<file path="src/rtl/fetch_pkg.sv">
// Shared constants, state encoding and the {valid, instr, pc} entry type for the fetch unit.
package fetch_pkg;

  localparam logic [31:0] RESET_PC_DEFAULT = 32'h0000_3000;
  localparam logic [31:0] TEXT_BASE        = 32'h0000_3000;
  localparam logic [31:0] TEXT_END         = 32'h0000_6FFC;

  typedef enum logic [1:0] {
    REQ  = 2'b00,
    WAIT = 2'b01,
    HOLD = 2'b10,
    DROP = 2'b11
  } fetch_state_e;

  typedef struct packed {
    logic        valid;
    logic [31:0] instr;
    logic [31:0] pc;
  } fetch_entry_t;

  // A fetch from addr faults when it is misaligned or outside the text segment.
  function automatic logic fetch_addr_bad(input logic [31:0] addr);
    return (addr[1:0] != 2'b00) || (addr < TEXT_BASE) || (addr > TEXT_END);
  endfunction

endpackage

</file>
<file path="src/rtl/fetch_skid.sv">
// One-entry holding register for a fetched instruction that ID could not take yet.
module fetch_skid
  import fetch_pkg::*;
(
  input  logic         clk,
  input  logic         reset,
  input  logic         load,
  input  fetch_entry_t load_entry,
  input  logic         unload,
  input  logic         clear,
  output fetch_entry_t entry
);

  // Holding register: clear and unload both empty it, load captures a new entry.
  always_ff @(posedge clk) begin
    if (reset) begin
      entry <= '0;
    end else if (clear || unload) begin
      entry.valid <= 1'b0;
    end else if (load) begin
      entry <= load_entry;
    end else begin
      entry <= entry;
    end
  end

endmodule

</file>
<file path="src/rtl/fetch_unit.sv">
// MIPS instruction fetch: PC, single-outstanding imem reads, output register and skid.
// Optional fetch address checking is enabled by defining FETCH_ALIGN_CHECK_EN.
module fetch_unit
  import fetch_pkg::*;
#(
  parameter logic [31:0] RESET_PC = RESET_PC_DEFAULT
) (
  input  logic        clk,
  input  logic        reset,
  input  logic        redirect_valid,
  input  logic [31:0] redirect_pc,
  input  logic        stall,
  output logic        imem_req_valid,
  output logic [31:0] imem_req_addr,
  input  logic        imem_req_ready,
  input  logic        imem_rsp_valid,
  input  logic [31:0] imem_rsp_data,
  output logic        if_valid,
  output logic [31:0] if_instr,
  output logic [31:0] if_pc,
  output logic        if_adel
);

  fetch_state_e state_r, state_s;
  logic [31:0]  pc_r, pc_s, req_pc_r, req_pc_s;
  fetch_entry_t out_r, out_data_s, skid_s, skid_in_s;
  logic         out_load_s, skid_load_s, skid_unload_s, skid_clear_s;
  logic         consume_s, out_free_s, addr_bad_s;

  assign consume_s     = out_r.valid & ~stall;
  assign out_free_s    = ~out_r.valid | ~stall;
  assign skid_in_s     = '{valid: 1'b1, instr: imem_rsp_data, pc: req_pc_r};
  assign imem_req_addr = pc_r;
  assign if_valid      = out_r.valid;
  assign if_instr      = out_r.instr;
  assign if_pc         = out_r.pc;

`ifdef FETCH_ALIGN_CHECK_EN
  assign addr_bad_s = fetch_addr_bad(pc_r);
`else
  assign addr_bad_s = 1'b0;
`endif

  // Next-state, request handshake and load decisions; redirect outranks everything.
  always_comb begin
    state_s        = state_r;
    req_pc_s       = req_pc_r;
    imem_req_valid = 1'b0;
    out_load_s     = 1'b0;
    out_data_s     = skid_in_s;
    skid_load_s    = 1'b0;
    skid_unload_s  = 1'b0;
    skid_clear_s   = 1'b0;
    if (redirect_valid) begin
      pc_s = redirect_pc;
    end else begin
      pc_s = pc_r;
    end
    case (state_r)
      REQ: begin
        if (redirect_valid || reset) begin
          state_s = REQ;
        end else if (addr_bad_s) begin
          // Faulting PC: present an error entry instead of fetching; PC waits for a redirect.
          out_load_s = out_free_s;
          out_data_s = '{valid: 1'b1, instr: 32'h0000_0000, pc: pc_r};
        end else begin
          imem_req_valid = out_free_s;
          if (out_free_s && imem_req_ready) begin
            req_pc_s = pc_r;
            pc_s     = pc_r + 32'd4;
            state_s  = WAIT;
          end else begin
            state_s = REQ;
          end
        end
      end
      WAIT: begin
        if (imem_rsp_valid) begin
          if (redirect_valid) begin
            state_s = REQ;
          end else if (out_free_s) begin
            out_load_s = 1'b1;
            state_s    = REQ;
          end else begin
            skid_load_s = 1'b1;
            state_s     = HOLD;
          end
        end else if (redirect_valid) begin
          state_s = DROP;
        end else begin
          state_s = WAIT;
        end
      end
      HOLD: begin
        if (redirect_valid) begin
          skid_clear_s = 1'b1;
          state_s      = REQ;
        end else if (consume_s) begin
          skid_unload_s = 1'b1;
          out_load_s    = 1'b1;
          out_data_s    = skid_s;
          state_s       = REQ;
        end else begin
          state_s = HOLD;
        end
      end
      DROP: begin
        // The stale response is swallowed even if another redirect lands alongside it.
        if (imem_rsp_valid) begin
          state_s = REQ;
        end else begin
          state_s = DROP;
        end
      end
      default: begin
        state_s = REQ;
      end
    endcase
  end

  // State, architectural PC and in-flight request address.
  always_ff @(posedge clk) begin
    if (reset) begin
      state_r  <= REQ;
      pc_r     <= RESET_PC;
      req_pc_r <= 32'h0000_0000;
    end else begin
      state_r  <= state_s;
      pc_r     <= pc_s;
      req_pc_r <= req_pc_s;
    end
  end

  // Output register presented to ID; empties on consume unless refilled.
  always_ff @(posedge clk) begin
    if (reset) begin
      out_r <= '0;
    end else if (out_load_s) begin
      out_r <= out_data_s;
    end else if (consume_s) begin
      out_r.valid <= 1'b0;
    end else begin
      out_r <= out_r;
    end
  end

  fetch_skid u_skid (
    .clk        (clk),
    .reset      (reset),
    .load       (skid_load_s),
    .load_entry (skid_in_s),
    .unload     (skid_unload_s),
    .clear      (skid_clear_s),
    .entry      (skid_s)
  );

`ifdef FETCH_ALIGN_CHECK_EN
  logic adel_r;
  // Fault flag rides with the output entry; only a load in REQ is an error entry.
  always_ff @(posedge clk) begin
    if (reset) begin
      adel_r <= 1'b0;
    end else if (out_load_s) begin
      adel_r <= (state_r == REQ);
    end else if (consume_s) begin
      adel_r <= 1'b0;
    end else begin
      adel_r <= adel_r;
    end
  end
  assign if_adel = adel_r;
`else
  assign if_adel = 1'b0;
`endif

endmodule

</file>
<file path="config.mk">
export PLATFORM = sky130hd
export DESIGN_NAME = fetch_unit
export DESIGN_NICKNAME = d
export VERILOG_FILES = /design/src/rtl/fetch_pkg.sv /design/src/rtl/fetch_skid.sv /design/src/rtl/fetch_unit.sv
export SDC_FILE = /design/constraint.sdc
export NUM_CORES = 1
export LEC_CHECK = 0
export ABC_AREA = 1
export BUFFER_PORTS_ARGS = -buffer_cell sky130_fd_sc_hd__buf_2
export CORE_ASPECT_RATIO = 1.5
export CORE_MARGIN = 2
export CORE_UTILIZATION = 55
export DETAILED_ROUTE_END_ITERATION = 10
export GPL_ROUTABILITY_DRIVEN = 0
export PLACE_DENSITY = 0.79
export SYNTH_ARGS = -nofsm -noshare
export SYNTH_HDL_FRONTEND = slang
export SYNTH_SLANG_ARGS = --single-unit
</file>
<file path="constraint.sdc">
create_clock -name clk -period 1.8 [get_ports clk]
set_clock_uncertainty 0.05 [all_clocks]
set_input_delay 0.09 -clock clk [delete_from_list [all_inputs] [get_ports clk]]
set_output_delay 0.09 -clock clk [all_outputs]
set_load 0.01 [all_outputs]
</file>
==> out/qor.txt, run 1 <==
Clock Latency Late Sink = 0.43 ns
DR vias = 8639
IO buf count = 167
Synth-to-layout area growth = 24.5%
Row count = 56
Slew Limit Fails = 0
Synth unique cells = 37
Layout cell share with drive strength beyond 1 = 0.177
Filler cells = 1389
Final Util = 0.699
Syn Area/Cell = 6.98 sq um
DRT Wirelength = 22.5 mm
RSZ-0062 raised after global routing = false
Yosys reg bits = 196
Req. time, crit path = 1.66 ns
Root Buffer = clkbuf_16
Vias per inst = 5.19
Mapped Nets = 1338
Seq. cell area = 3930 sq um
Total DRC errors in the routed layout = 0
GRT Util Overall = 0.262
Endpoint, Worst Hold = imem_req_addr[14]
Synth Cell Area = 8820 sq um
Final hold vios = 0
Flop2flop setup slack = 0.16 ns
VDD IR max = 0.000644 V
Max clock buf depth = 2
F_max = 0.599 GHz
Placed insts = 1581
Slew HR = 0.636
1st-iter DRT viols = 708
Main area contributors after synthesis = dfxtp_1 44%, o21ai_0 12%, a21oi_1 10%, nand2_1 9.6%, nor2_1 6.2%
Antenna Nets Post-Route = 0
Fin Setup TNS = 0 ns
WL per Instance = 13.5 um
H-tree levels = 4
Dpl hpwl = 15.2 mm
Total die area = 17100 sq um
Overflow after GRT = 0
Hold_sp = redirect_pc[14]
Hold crit path type = input port to flip-flop
Top-Level Pins = 169
Worst endpoint data arrival time = 1.53 ns
Initial antenna violation count = 0
Largest net degree at the start of global routing = 70
Die height = 159 um
Min cycle time layout = 1.67 ns
CP endpoint kind = output port
Worst-path maximum fanout = 3
Nets = 1523
Worst Reg-to-Reg Cells = 10
Setup CP Type = flip-flop to output port
Startpoint types = flip-flop
TritonRoute pass-1 iters = 5
Final critical-path share of the clock period = 0.927
Leak pwr = 4.72 nW
Core Footprint = 15700 sq um
Die width = 107 um
Max_cap viols = 0
PwrDens = 812 nW/um^2
Seq/Total Area, Yosys = 0.445
Initial core utilization = 0.562
Final setup viols = 0
Hold path depth = 5
Worst-margin pin slew = 0.546 ns
First-pass GRT wire length = 37.0 mm
Number of global-route vias before repair = 7941
Crit Reg-Reg Endpoint = if_instr[26]
Clk pin slew, worst setup/hold paths = 0.07 ns
Multi-input gate area = 4070 sq um
Area share of the largest cell type after synthesis = 0.445
YS warnings = 0
Cells after Synth = 1263
CTS tree = done
Clock sink total = 196
Dominant cell type by area after synthesis = dfxtp_1
N_diodes = 0
RR Startpoint = state_r[1]
Pwr Total = 8.91 mW
Status = completed
Non-filler instance count after layout = 1664
CTS buffer count = 17
## per-stage QoR
step	hold WS, ns	instance area [sq um]	setup WS (ns)
5_1_grt	0.0301	11000	0.00793
6_report	0.0199	11000	0.131
2_1_floorplan	0.175	8820	0.266
3_5_place_dp	0.276	9900	0.0848
3_3_place_gp	0.265	9900	0.219
4_1_cts	0.000833	11000	0.0754
## routing by layer
layer,global-route usage,share of wire,up-vias
li1,-,-,4490
met1,0.323,0.42,3835
met2,0.459,0.50,274
met3,0.0401,0.052,40
met4,0.0915,0.023,0
met5,0,0,-
## state kept, by name, summed over array words and instances (netlist names)
| name | flops |
|---|---|
| if_instr | 32 |
| if_pc | 32 |
| if_valid | 1 |
| imem_req_addr | 32 |
| req_pc_r | 32 |
| state_r | 2 |
| u_skid.entry | 65 |
## cell usage after synthesis
| cell type | instances |
|---|---|
| a211oi_1 | 1 |
| a211oi_2 | 1 |
| a21oi_1 | 176 |
| a31oi_1 | 6 |
| and3_1 | 1 |
| buf_1 | 1 |
| buf_2 | 25 |
| buf_4 | 6 |
| buf_6 | 3 |
| clkbuf_1 | 51 |
| clkbuf_2 | 4 |
| conb_1 | 1 |
| dfxtp_1 | 196 |
| ha_1 | 5 |
| inv_1 | 114 |
| inv_2 | 2 |
| nand2_1 | 226 |
| nand2_2 | 1 |
| nand3_1 | 32 |
| nand3_2 | 3 |
| nand3b_1 | 1 |
| nand4_1 | 4 |
| nand4_4 | 1 |
| nor2_1 | 145 |
| nor2_2 | 5 |
| nor2_4 | 3 |
| nor3_1 | 6 |
| nor4_1 | 1 |
| o211a_1 | 4 |
| o211ai_1 | 1 |
| o21a_1 | 9 |
| o21ai_0 | 216 |
| o21ai_1 | 3 |
| o31ai_1 | 2 |
| or2_0 | 1 |
| xnor2_1 | 3 |
| xor2_1 | 3 |
## report_power, final
part           leakage (nW)  switching, mW  internal (mW)
logic                  2.87          0.473          0.384
registers              1.59         0.0960           4.42
clock network         0.267           1.72           1.82
total                  4.72           2.29           6.62
## cell usage in the layout, fill, tap and decap left out, drive strengths merged
cell type,Yosys,final
xnor2,3,3
clkinv,0,7
nand2,227,227
inv,116,121
buf,35,205
xor2,3,3
nand4,5,5
nor4,1,1
clkbuf,55,18
nor3,6,6
dfxtp,196,196
o31ai,2,2
clkinvlp,0,2
ha,5,5
o21ai,219,219
conb,1,1
a21oi,176,176
o21a,9,9
a31oi,6,6
nand3,35,35
nand3b,1,1
dlygate4sd3,0,51
o211ai,1,1
o211a,4,4
and3,1,1
a211oi,2,2
nor2,153,153
or2,1,1
## area by class of cell
class	instances	area share
multi-input combinational	861	0.370
clock inverter	14	0.0109
tap	203	0.0231
inverter	116	0.0398
clock buffer	18	0.0391
timing repair buffer	256	0.159
sequential	196	0.358
## how the worst max path moves through the flow
stage                                 from                 to  slack, ns  cells past startpoint
final                           state_r[0]     imem_req_valid       0.13                      5
after detailed placement        state_r[1]        if_instr[5]       0.08                     10
after CTS                       state_r[1]        if_instr[5]       0.08                     10
after global placement          state_r[1]        if_instr[2]       0.22                     10
after floorplan           imem_req_addr[3]  imem_req_addr[22]       0.27                      8
after global routing            state_r[0]           if_pc[5]      0.008                      7
## logic make-up after synthesis
family,after synthesis,share of synthesized area
other,1,0.000425
DFF,196,0.445
xor gates and xnor gates,6,0.00596
buffers and inverters,206,0.0969
adders and majority gates,5,0.00709
AOI/OAI and AO/OA,419,0.245
and+or+nand+nor,430,0.199
## worst max-delay path: stages (launching register included)
cell	delay (ns)
dfxtp_1	0.34
inv_1	0.09
ha_2	0.23
inv_1	0.07
nor3_1	0.21
buf_2	0.17
## timing repair
action / CTS / global route
hold buffers: 51 / 0
endpoints found under the hold margin: 77 / 0
setup buffers: 0 / 0
resized for setup: 0 / 25
setup endpoints to repair: 0 / 58
(Power assumes the default switching activity.)
==> inputs of run 2 (changes only) <==
--- a/config.mk
+++ b/config.mk
@@ -5,14 +5,13 @@
 export SDC_FILE = /design/constraint.sdc
 export NUM_CORES = 1
 export LEC_CHECK = 0
-export ABC_AREA = 1
 export BUFFER_PORTS_ARGS = -buffer_cell sky130_fd_sc_hd__buf_2
 export CORE_ASPECT_RATIO = 1.5
 export CORE_MARGIN = 2
 export CORE_UTILIZATION = 55
 export DETAILED_ROUTE_END_ITERATION = 10
 export GPL_ROUTABILITY_DRIVEN = 0
-export PLACE_DENSITY = 0.79
+export PLACE_DENSITY = 0.8
 export SYNTH_ARGS = -nofsm -noshare
 export SYNTH_HDL_FRONTEND = slang
 export SYNTH_SLANG_ARGS = --single-unit
==> run 2 against run 1 <==
Compared with the run above:
- the flow now finishes with violations (setup timing)
- critical endpoint is now if_instr[4]
- largest power group unchanged
- sequential power is 1% lower
- combinational power up 2.8%
- sequential cell count did not move
- synthesized cell count shrank 23%
- critical path type is now flip-flop to flip-flop
- total power is 3.4% higher
- register-to-register slack lost 0.36 ns
- final cell count fell by 12%
==> out/qor.txt, run 2 <==
Syn Area/Cell = 8.38 sq um
Clock sink total = 196
Synth unique cells = 47
Setup CP Type = flip-flop to flip-flop
CP Buf/Inv Count = 2
Total DRC errors in the routed layout = 0
Die width = 103 um
Die height = 153 um
Dpl ws = -0.112 ns
RR Startpoint = if_valid
Commonest non-fill, non-tap cells in the layout = 205 x nand2_1, 183 x dfxtp_1, 166 x buf_2, 107 x a21oi_1, 62 x dlygate4sd3_1
Post-synth EDFFs = 0
Flop2flop setup slack = -0.20 ns
Vias per inst = 5.98
First-pass GRT wire length = 37.5 mm
Final setup viols = 118
Crit path cell chain = nor2b_2 -> and3_4 -> o21a_4 -> buf_12 -> buf_16 -> nor2_2 -> a211oi_1
Cell depth of the worst setup path = 7
Worst Setup EP = if_instr[4]
Final Cell Area = 12400 sq um
Initial core utilization = 0.559
Antenna Nets Post-Route = 0
Cell with the most instances after synthesis = nand2_1
Hold crit path type = input port to flip-flop
Failing checks = setup timing
Post-synth top cells = 214 x nand2_1, 196 x dfxtp_1, 116 x a21oi_1
Leak pwr = 4.70 nW
Clock Latency Late Sink = 0.43 ns
WL per Instance = 19.9 um
Worst Reg-to-Reg Cells = 7
Crit Reg-Reg Endpoint = if_instr[4]
Mapped Nets = 1045
Max clock buf depth = 2
Yosys reg bits = 196
Req. time, crit path = 2.06 ns
DRT Wirelength = 29.2 mm
Synth Cell Area = 8130 sq um
Nets = 1333
Cells after Synth = 970
N_diodes = 0
Top-Level Pins = 169
Filler cells = 732
CTS tree = done
Slowest stage delay, CP = 0.48 ns
Slew HR = 0.627
Max_cap viols = 0
Async SR Flop Fraction = 0
GRT Util Overall = 0.294
Crit path launch = if_valid
Total die area = 15800 sq um
Final hold vios = 0
Layout cell share with drive strength beyond 1 = 0.370
Overflow after GRT = 0
Min cycle time layout = 2.00 ns
RSZ-0062 raised after global routing = true
PwrDens = 745 nW/um^2
Final Worst Setup Slack = -0.203 ns
Synth-to-layout area growth = 52.3%
1st-iter DRT viols = 578
Synth Flop Type = dfxtp_1
VDD IR max = 0.000649 V
Root Buffer = clkbuf_16
Worst-margin pin slew = 0.560 ns
Slowest stage cell, crit path = dfxtp_1
Dpl hpwl = 13.9 mm
DR vias = 8775
Clk pin slew, worst setup/hold paths = 0.08 ns
Worst endpoint data arrival time = 2.27 ns
IO buf count = 167
Dominant cell type by area after synthesis = dfxtp_1
Core Footprint = 14500 sq um
Initial antenna violation count = 0
F_max = 0.499 GHz
CP delay by family, top = simple AND/OR/NAND/NOR gates
Commonest non-fill, non-tap cell in the layout = nand2_1
Area post-placement = 9760 sq um
Main area contributors after synthesis = dfxtp_1 48%, nand2_1 9.9%, mux2i_1 8.1%, a21oi_1 7.1%, a211oi_1 6.8%
Area share of the largest cell type after synthesis = 0.483
YS warnings = 0
Status = finished with violations
CP endpoint kind = flip-flop
Number of global-route vias before repair = 8055
Largest net degree at the start of global routing = 119
Seq/Total Area, Yosys = 0.483
Slew Limit Fails = 0
Startpoint types = flip-flop
TritonRoute pass-1 iters = 8
Row count = 54
Max FFs per register = 65
H-tree levels = 4
CTS buffer count = 17
Worst-path maximum fanout = 8
Largest reg by FF count = u_skid.entry
Final critical-path share of the clock period = 1.11
-- run 2: worst reg2reg max path: stages, from the launching register on --
cell and delay [ns]:
dfxtp_1 0.48, nor2b_2 0.27, and3_4 0.26, o21a_4 0.25, buf_12 0.15, buf_16 0.14
nor2_2 0.05, a211oi_1 0.26
-- run 2: timing repair --
action,CTS,global route
hold endpoints to repair,82,0
setup endpoints to repair,77,173
hold buffers,62,0
cloned,7,15
pin swaps,12,78
setup buffers,9,10
gates resized for setup,60,135
-- run 2: worst min path at each step --
stage                               start                 to  slack, ns  cells past startpoint
after floorplan            imem_rsp_valid         state_r[0]       0.14                      1
after global placement     redirect_pc[0]   imem_req_addr[0]       0.28                      3
after detailed placement  redirect_pc[10]  imem_req_addr[10]       0.29                      3
after CTS                 redirect_pc[28]  imem_req_addr[28]       0.01                      4
after global routing      redirect_pc[29]  imem_req_addr[29]       0.04                      4
final                     redirect_pc[29]  imem_req_addr[29]       0.03                      4
-- run 2: per-stage QoR --
stage	hold slack (ns)	power, mW	setup TNS [ns]	instances	utilization
after CTS	0.0136	9.11	-0.203	1445	0.793
after global placement	0.280	5.19	-0.146	1335	0.672
after floorplan	0.142	4.87	-1.59	970	-
final	0.0266	9.22	-7.79	1467	0.852
after detailed placement	0.292	5.20	-0.688	1335	0.672
after global routing	0.0354	9.48	-16.78	1467	0.852
-- run 2: where the power goes --
group	internal, mW	switching [mW]	leakage [nW]	total [mW]
Sequential	4.40	0.0609	1.59	4.47
Clock	2.15	1.72	0.283	3.87
Combinational	0.409	0.471	2.82	0.881
Total	6.97	2.25	4.70	9.22
-- run 2: cell type report --
cell class / count / area, sq um / area share
clock buffers: 20 / 457 / 0.0369
clock inverters: 12 / 144 / 0.0116
inverters: 11 / 41.3 / 0.00334
multi-input cells: 686 / 4590 / 0.371
flip-flops and latches: 196 / 3940 / 0.318
well taps: 196 / 245 / 0.0198
repair buffers: 346 / 2960 / 0.239
-- run 2: logic make-up after synthesis --
group | Yosys count | share of synthesized area
AO/OA/AOI/OAI | 227 | 0.174
XOR/XNOR | 16 | 0.0172
buffers and inverters | 90 | 0.0453
other | 1 | 0.000461
flip-flops | 196 | 0.483
adder cells (fa/ha/maj) | 5 | 0.00770
multiplexers | 68 | 0.0841
AND/OR/NAND/NOR | 367 | 0.189
-- run 2: layer usage --
metal,GRT usage,part of all wire
met2,0.510,0.50
met3,0.0503,0.077
met4,0.148,0.056
met5,0,0
met1,0.340,0.37
==> inputs of run 3 (changes only) <==
--- a/config.mk
+++ b/config.mk
@@ -5,13 +5,13 @@
 export SDC_FILE = /design/constraint.sdc
 export NUM_CORES = 1
 export LEC_CHECK = 0
+export ABC_AREA = 1
 export BUFFER_PORTS_ARGS = -buffer_cell sky130_fd_sc_hd__buf_2
 export CORE_ASPECT_RATIO = 1.5
-export CORE_MARGIN = 2
 export CORE_UTILIZATION = 55
 export DETAILED_ROUTE_END_ITERATION = 10
 export GPL_ROUTABILITY_DRIVEN = 0
-export PLACE_DENSITY = 0.8
+export PLACE_DENSITY = 0.79
 export SYNTH_ARGS = -nofsm -noshare
 export SYNTH_HDL_FRONTEND = slang
 export SYNTH_SLANG_ARGS = --single-unit
==> constraint.sdc (replaced) <==
create_clock -name clk -period 1.9 [get_ports clk]
set_clock_uncertainty 0.05 [all_clocks]
set_input_delay 0.095 -clock clk [delete_from_list [all_inputs] [get_ports clk]]
set_output_delay 0.095 -clock clk [all_outputs]
set_load 0.01 [all_outputs]
==> run 3 against run 2 <==
Compared with the run above:
- the run now ends clean
- non-clock buffer count decreased by 95
- count of clock-buffer cells in the layout decreased by 3
- sequential power is 4% lower
- first-iteration DRC count fell by 2.6%
- utilization shrank 15 points
- fmax grew 15%
- critical path type unchanged
- highest routed layer unchanged
==> out/qor.txt, run 3 (synthesized netlist as in run 1, its figures left out) <==
Startpoint types = flip-flop
Final hold vios = 0
Synth-to-layout area growth = 24.4%
Filler cells = 1329
IO buf count = 167
Max clock buf depth = 2
Worst-margin pin slew = 0.542 ns
H-tree levels = 4
Initial core utilization = 0.564
CP endpoint kind = flip-flop
Total die area = 16600 sq um
Reg power frac = 0.507
PwrDens = 769 nW/um^2
WL per Instance = 13.2 um
Combinational share of power = 0.092
First-pass GRT wire length = 35.6 mm
Core Footprint = 15600 sq um
Leak pwr = 4.71 nW
Largest net degree at the start of global routing = 66
GRT Util Overall = 0.263
Final Cell Area = 11000 sq um
DR top layer = met4
Met2 WL post-DR = 10.8 mm
Status = completed
Total DRC errors in the routed layout = 0
Vias per inst = 5.17
Number of global-route vias before repair = 7672
Max_cap viols = 0
DRT Wirelength = 21.9 mm
Final Util = 0.702
Seq. cell area = 3920 sq um
F_max = 0.576 GHz
Nets = 1518
Overflow after GRT = 0
Sw Ratio = 0.260
Final critical-path share of the clock period = 0.913
Worst-path maximum fanout = 22
Worst endpoint data arrival time = 2.00 ns
Dpl hpwl = 14.5 mm
Net Switching = 2.19 mW
CTS buffer count = 17
Hold crit path type = input port to flip-flop
Area post-placement = 9870 sq um
Commonest non-fill, non-tap cell in the layout = nand2_1
Die width = 105 um
Min cycle time layout = 1.74 ns
Non-filler instance count after layout = 1657
Layout cell share with drive strength beyond 1 = 0.173
Antenna Nets Post-Route = 0
RSZ-0062 raised after global routing = true
Fin Setup TNS = 0 ns
Placed insts = 1575
Req. time, crit path = 2.17 ns
N_diodes = 0
Clock sink total = 196
Clk pwr share = 0.400
Root Buffer = clkbuf_16
DR vias = 8569
Row count = 56
Largest reg by FF count = u_skid.entry
Final setup viols = 0
Max FFs per register = 65
Die height = 157 um
Setup CP Type = flip-flop to flip-flop
Top-Level Pins = 169
CTS tree = done
TritonRoute pass-1 iters = 5
VDD IR max = 0.000589 V
Commonest non-fill, non-tap cells in the layout = 223 x nand2_1, 214 x o21ai_0, 196 x dfxtp_1, 176 x a21oi_1, 167 x buf_2
Initial antenna violation count = 0
Clock Latency Late Sink = 0.43 ns
Internal power = 6.25 mW
Slew Limit Fails = 0
Multi-input gate area = 4080 sq um
Clk pin slew, worst setup/hold paths = 0.07 ns
Routed wire length on met3 = 955 um
M1 wire length = 9.60 mm
Slew HR = 0.639
1st-iter DRT viols = 563
==> run 3: critical path, stage by stage (launching register included) <==
cell     delay [ns]
dfxtp_1        0.37
inv_1          0.09
ha_1           0.26
nand3_4        0.15
buf_12         0.18
buf_4          0.21
o21ai_0        0.10
o21ai_0        0.17
nor2_1         0.05
==> run 3: layer usage <==
layer  vias to the layer above  GRT usage
li1                       4488          -
met1                      3784      0.320
met2                       253      0.464
met3                        44     0.0398
met4                         0      0.106
met5                         -          0
==> run 3: area by class of cell <==
class                      count  share of cell area
clock buffer                  17              0.0388
clock inverter                13              0.0108
inverter                     116              0.0398
multi-input combinational    861               0.372
sequential                   196               0.358
tap                          203              0.0232
timing repair buffer         251               0.158
==> run 3: power groups by stage <==
stage / registers (mW) / logic [mW] / clock network [mW]
after floorplan: 4.38 / 0.417 / 0
after global placement: 4.37 / 0.674 / 0
after detailed placement: 4.37 / 0.686 / 0
after CTS: 4.28 / 0.771 / 3.40
after global routing: 4.29 / 0.876 / 3.59
final: 4.28 / 0.777 / 3.38
==> run 3: path summary, 6_finish.rpt <==
kind / start / to / slack, ns / cells after the start
worst max register to register: state_r[0] / if_pc[25] / 0.16 / 8
worst min-delay path: redirect_pc[13] / imem_req_addr[13] / 0.03 / 5
worst max-delay path: state_r[0] / if_pc[25] / 0.16 / 8
worst min register to register: u_skid.entry[60] / u_skid.entry[60] / 0.40 / 2
==> run 3: timing repair <==
item / 4_1_cts / 5_1_grt
hold buffers: 51 / 0
hold endpoints to repair: 73 / 0
gates resized for setup: 0 / 6
endpoints found under the setup margin: 0 / 15
setup buffers: 0 / 0
==> run 3: through the flow <==
step / setup slack [ns] / hold WS [ns] / power [mW]
detailed placement: 0.138 / 0.279 / 5.06
CTS: 0.129 / 0.0120 / 8.45
finish: 0.165 / 0.0276 / 8.44
global placement: 0.230 / 0.269 / 5.05
global route: 0.000470 / 0.0490 / 8.76
floorplan: 0.366 / 0.180 / 4.80
